## config.mk

```make
export PLATFORM = sky130hd
export DESIGN_NAME = fila_entrada
export DESIGN_NICKNAME = d
export VERILOG_FILES = /design/src/rtl/fila_entrada.sv
export SDC_FILE = /design/constraint.sdc
export NUM_CORES = 1
export LEC_CHECK = 0
export CELL_PAD_IN_SITES_DETAIL_PLACEMENT = 0
export CELL_PAD_IN_SITES_GLOBAL_PLACEMENT = 1
export CORE_UTILIZATION = 50
export CTS_BUF_LIST = sky130_fd_sc_hd__clkbuf_2 sky130_fd_sc_hd__clkbuf_4 sky130_fd_sc_hd__clkbuf_8
export DETAILED_ROUTE_END_ITERATION = 7
export DONT_BUFFER_PORTS = 1
export GPL_TIMING_DRIVEN = 0
export PLACE_DENSITY_LB_ADDON = 0.1
export RECOVER_POWER = 25
export SLEW_MARGIN = 10
export SYNTH_ARGS = -nofsm -noshare
export SYNTH_HDL_FRONTEND = slang
export SYNTH_SLANG_ARGS = --single-unit
```

## constraint.sdc

```tcl
create_clock -name clock -period 10.8 [get_ports clock]
set_clock_uncertainty 0.05 [all_clocks]
set_input_delay 2.7 -clock clock [delete_from_list [all_inputs] [get_ports clock]]
set_output_delay 2.7 -clock clock [all_outputs]
set_load 0.05 [all_outputs]
```

## src/rtl/fila_entrada.sv

```systemverilog
// fila_entrada: debounced push-button capture into a first-word-fall-through FIFO.
// Latency: press -> push after 2 sync + DEBOUNCE_CICLOS filter cycles; pushed word visible next cycle.
// Backpressure: a push into a full FIFO without a same-cycle pop is dropped and flags descartado (sticky).
//
// Ports:
//   clock, reset          single clock, synchronous active-high reset
//   botaoEntrada          raw active-low push button (asynchronous)
//   dadosExternos[17:0]   switch word captured on an accepted press
//   leitura               read strobe, pops the head entry when not empty
//   dado_saida[31:0]      head entry, extended to 32 bits (0 when empty)
//   vazia / cheia         FIFO empty / full
//   ocupacao[6:0]         entry count, 0..PROFUNDIDADE
//   ledentrada            debounced button held (state PRESSIONADO)
//   descartado            sticky drop flag, cleared only by reset
//
// Build option: define FILA_ENTRADA_SINAL_EN to sign-extend stored bit 17
// into dado_saida[31:18]; otherwise the upper bits are zero.

module fila_entrada #(
  parameter int PROFUNDIDADE    = 8,
  parameter int DEBOUNCE_CICLOS = 50000
) (
  input  logic        clock,
  input  logic        reset,
  input  logic        botaoEntrada,
  input  logic [17:0] dadosExternos,
  input  logic        leitura,
  output logic [31:0] dado_saida,
  output logic        vazia,
  output logic        cheia,
  output logic [6:0]  ocupacao,
  output logic        ledentrada,
  output logic        descartado
);

  localparam int PW = (PROFUNDIDADE > 1) ? $clog2(PROFUNDIDADE) : 1;
  localparam int CW = (DEBOUNCE_CICLOS > 2) ? $clog2(DEBOUNCE_CICLOS) : 1;
  localparam logic [CW-1:0] CNT_MAX  = CW'(DEBOUNCE_CICLOS - 1);
  localparam logic [6:0]    OCUP_MAX = 7'(PROFUNDIDADE);

  typedef enum logic [1:0] {
    SOLTO          = 2'd0,
    FILTRA_APERTO  = 2'd1,
    PRESSIONADO    = 2'd2,
    FILTRA_SOLTURA = 2'd3
  } estado_t;

  // ------------------------------------------------------------------
  // Two-flop synchronizer; idles high because the button is active-low.
  // ------------------------------------------------------------------
  logic [1:0] sync_q;
  logic       btn_s;

  always_ff @(posedge clock) begin
    if (reset) begin
      sync_q <= 2'b11;
    end else begin
      sync_q <= {sync_q[0], botaoEntrada};
    end
  end

  assign btn_s = sync_q[1];

  // ------------------------------------------------------------------
  // Debounce FSM
  // ------------------------------------------------------------------
  estado_t       estado_q;
  logic [CW-1:0] cnt_q;
  logic          led_q;
  logic          push_req;

  // The push request is the single cycle where the press filter completes,
  // so a long hold can never produce a second push.
  assign push_req = (estado_q == FILTRA_APERTO) && !btn_s && (cnt_q == CNT_MAX);

  always_ff @(posedge clock) begin
    if (reset) begin
      estado_q <= SOLTO;
      cnt_q    <= '0;
      led_q    <= 1'b0;
    end else begin
      case (estado_q)
        SOLTO: begin
          cnt_q <= '0;
          if (!btn_s) begin
            estado_q <= FILTRA_APERTO;
          end
        end
        FILTRA_APERTO: begin
          if (btn_s) begin
            estado_q <= SOLTO;
            cnt_q    <= '0;
          end else if (cnt_q == CNT_MAX) begin
            estado_q <= PRESSIONADO;
            cnt_q    <= '0;
            led_q    <= 1'b1;
          end else begin
            cnt_q <= cnt_q + 1'b1;
          end
        end
        PRESSIONADO: begin
          cnt_q <= '0;
          if (btn_s) begin
            estado_q <= FILTRA_SOLTURA;
            led_q    <= 1'b0;
          end
        end
        FILTRA_SOLTURA: begin
          if (!btn_s) begin
            estado_q <= PRESSIONADO;
            cnt_q    <= '0;
            led_q    <= 1'b1;
          end else if (cnt_q == CNT_MAX) begin
            estado_q <= SOLTO;
            cnt_q    <= '0;
          end else begin
            cnt_q <= cnt_q + 1'b1;
          end
        end
        default: begin
          estado_q <= SOLTO;
          cnt_q    <= '0;
          led_q    <= 1'b0;
        end
      endcase
    end
  end

  assign ledentrada = led_q;

  // ------------------------------------------------------------------
  // FIFO
  // ------------------------------------------------------------------
  logic [17:0]   mem_q [PROFUNDIDADE];
  logic [PW-1:0] wr_q, wr_d;
  logic [PW-1:0] rd_q, rd_d;
  logic [6:0]    ocup_q, ocup_d;
  logic          vazia_q, vazia_d;
  logic          cheia_q, cheia_d;
  logic          desc_q, desc_d;
  logic          pop, push;

  // Reads on an empty FIFO are ignored; a full FIFO still accepts a push
  // when the head is being popped in the same cycle.
  assign pop  = leitura && !vazia_q;
  assign push = push_req && (!cheia_q || pop);

  always_comb begin
    wr_d   = wr_q;
    rd_d   = rd_q;
    ocup_d = ocup_q;
    desc_d = desc_q;
    if (push) begin
      wr_d = wr_q + 1'b1;
    end
    if (pop) begin
      rd_d = rd_q + 1'b1;
    end
    case ({push, pop})
      2'b10:   ocup_d = ocup_q + 7'd1;
      2'b01:   ocup_d = ocup_q - 7'd1;
      default: ocup_d = ocup_q;
    endcase
    if (push_req && cheia_q && !pop) begin
      desc_d = 1'b1;
    end
    vazia_d = (ocup_d == 7'd0);
    cheia_d = (ocup_d == OCUP_MAX);
  end

  always_ff @(posedge clock) begin
    if (reset) begin
      wr_q    <= '0;
      rd_q    <= '0;
      ocup_q  <= 7'd0;
      vazia_q <= 1'b1;
      cheia_q <= 1'b0;
      desc_q  <= 1'b0;
    end else begin
      wr_q    <= wr_d;
      rd_q    <= rd_d;
      ocup_q  <= ocup_d;
      vazia_q <= vazia_d;
      cheia_q <= cheia_d;
      desc_q  <= desc_d;
    end
  end

  // Storage is not cleared by reset; the pointers are what define validity.
  always_ff @(posedge clock) begin
    if (push && !reset) begin
      mem_q[wr_q] <= dadosExternos;
    end
  end

  logic [17:0] cabeca;
  logic [13:0] ext;

  assign cabeca = mem_q[rd_q];
`ifdef FILA_ENTRADA_SINAL_EN
  assign ext = {14{cabeca[17]}};
`else
  assign ext = 14'd0;
`endif

  assign dado_saida = vazia_q ? 32'd0 : {ext, cabeca};
  assign vazia      = vazia_q;
  assign cheia      = cheia_q;
  assign ocupacao   = ocup_q;
  assign descartado = desc_q;

endmodule

```

==> flow_summary.toml <==
[clock_network]
cts_hold_buf = 0
post_cts_buffers = 0
clock_sinks = 184
root_buffer = "clkbuf_8"
clkSlewWorstSetupHoldPaths_ns = 0.09
numCtsBuffers = 17
htree_levels = 4
max-clock-path-buffers = 2
cts_resized = 0
tritoncts = "done"
clock_latency_ns = 0.45

[synth]
synth_edf_count = 144
yosysWarningCount = 0
synth_cells = 474
synth-seq-area-share = 0.6735
synth_area_um2 = 7610
synth.top_cells.by_area = "edfxtp_1 57%, mux4_2 11%, dfxtp_1 11%"
synth-async-reset-ratio = 0
synth-main-ff-cell = "edfxtp_1"
synthDistinctLibCells = 53
ys_ff_latch = 184
syn_area_per_cell_um2 = 16.05
synth_area_leader_cell = "edfxtp_1"
yosys.area.top_type_share = 0.5682

[floorplanning]
initial_core_util = 0.5177
chipHeight_um = 125.4
rows = 44
core_region_area_um2 = 14700
boundaryPins = 65
die_area_um2 = 15720
fp.dieW_um = 125.4

[setup_path]
rr_startpoint = "vazia$_SDFF_PP1_"
cp-end-kind = "output port"
crit_path_max_fanout = 10
crit_required_ns = 8.05
cp-start-kind = "register"
rr_worst_depth = 14
critPathArrivalTime_ns = 3.07
path_class = "reg -> out"

[outcome]
status = "finished, final reports clean"

[worst_hold_path]
min_from = "sync_q[0]$_SDFF_PP1_"
hold-path-cell-count = 1
hold_class = "reg -> reg"

[timing]
period_share = 0.5386
worstMarginPinSlew_ns = 1.032
finalSetupViolations = 0
rsz0062_at_grt = "false"
hold_slack_ns = 0.3693
min_period_ns = 5.816
finalSetupTns_ns = 0
slew_violations = 0
hold_violations = 0
fmax_mhz = 171.9
worst_slack_ns = 4.984
slew_headroom = 0.3095

[route]
routed_wl_um = 13910
wire_per_inst_um = 19.37
num_vias = 3958
route.detailed.drc = 0
drt_first_iter_violations = 380
detail-route-antenna-nets = 0
vias_per_cell = 5.513
drt-pass1-iter-count = 8

[global_route]
grt_pass1_vias = 4043
antenna_found_initial = 0
grt.overflow.total = 0
grt_max_degree = 17
grt_first_pass_wirelength_um = 22150
grt.total_usage = 0.1940

[pwr]
peakVddDrop_mv = 0.08279
clkPwrFrac = 0.379
powerDensity_nw_per_um2 = 147.5
pwr-share-comb = 0.014
switching_share = 0.2014
p_total_mw = 1.255
seq_power_share = 0.607
p_sw_uw = 252.7
p_leak_nw = 2.774
internal-power_mw = 1.002

[final_layout]
final_area_um2 = 8503
nNetsFinal = 549
fin_util = 0.5785
area_growth_pct = 11.74
drive_gt1_frac = 0.2509
fin_cells = 718
mostFrequentLayoutCells = "144 x edfxtp_1, 53 x nor2_1, 40 x dfxtp_1"
diodes = 0
register_area_um2 = 5125
final_common_cell = "edfxtp_1"
fillers = 1186
multi_input_area_um2 = 2318

[placement]
pre_cts_slack_ns = 5.306
placed_cells = 686
hpwl_um = 9432
dpl_cell_area_um2 = 8085
gp_congestion = 0.7428
io_buffers = 0

[job]
cap_violations = 0
-- per-layer routing --
metal	track usage	vias to the layer above	share of wire
met4	0.07102	0	0.014
met1	0.2513	1980	0.44
met3	0.05349	17	0.061
li1	-	1871	-
met5	0	-	0
met2	0.3148	90	0.48
-- synth_stat cells (all sizes together), types with 2 or more instances --
library cell and count:
a41oi 2, nor2b 4, and3 5, nand3 7, nor3 5, and4bb 2
and2 3, a21oi 13, xor2 12, edfxtp 144, dfxtp 40, o311a 2
inv 9, nor4b 5, nand2 17, o21ai 6, clkbuf 10, nor3b 3
mux4 36, xnor2 9, buf 25, ha 6, a21o 3, or2 3
nor2 57, or3 4, nand4 5, nand2b 2, o211ai 3, mux2i 21
-- worst max-delay path, cell delays in order (launching register included) --
cell and delay (ns):
dfxtp_1 0.32, clkbuf_1 0.43, clkbuf_1 0.69, mux4_2 0.36
mux2i_1 0.10, nor2_1 0.72
-- sequential cells by signal, summed over array words and instances (netlist names), 2 cells and up, named ones only --
signal / flops
ocupacao: 7
rd_q: 3
wr_q: 3
sync_q: 2
cnt_q: 16
mem_q: 144
-- logic make-up after synthesis --
logic type | after synthesis | share of synthesized area
flip-flops | 184 | 0.6735
AND/OR/NAND/NOR | 126 | 0.09142
buffers and inverters | 44 | 0.03288
AO/OA/AOI/OAI | 35 | 0.03354
other | 1 | 0.0004928
adder cells (fa/ha/maj) | 6 | 0.009865
XOR/XNOR | 21 | 0.02417
multiplexers | 57 | 0.1342
-- worst paths after layout --
check | to | slack [ns]
hold reg to reg | sync_q[1]$_SDFF_PP1_ | 0.37
setup reg to reg | vazia$_SDFF_PP1_ | 6.64
hold / removal | sync_q[1]$_SDFF_PP1_ | 0.37
setup / recovery | dado_saida[10] | 4.98
-- power by group through the flow --
stage / logic, mW / registers, mW / clock network (mW)
6_report: 0.0177 / 0.762 / 0.475
5_1_grt: 0.0187 / 0.762 / 0.517
4_1_cts: 0.0176 / 0.762 / 0.487
3_5_place_dp: 0.0176 / 0.778 / 0
3_3_place_gp: 0.0175 / 0.778 / 0
2_1_floorplan: 0.0167 / 0.778 / 0
-- cell type report --
| class | instances | area share |
|---|---|---|
| inverter | 9 | 0.003973 |
| clock buffer | 19 | 0.02928 |
| timing repair buffer | 15 | 0.01898 |
| multi-input combinational | 259 | 0.2727 |
| clock inverter | 13 | 0.01986 |
| buffer | 35 | 0.02546 |
| sequential | 184 | 0.6027 |
| tap | 184 | 0.02707 |
No activity file was read; power rests on OpenSTA's default activity.
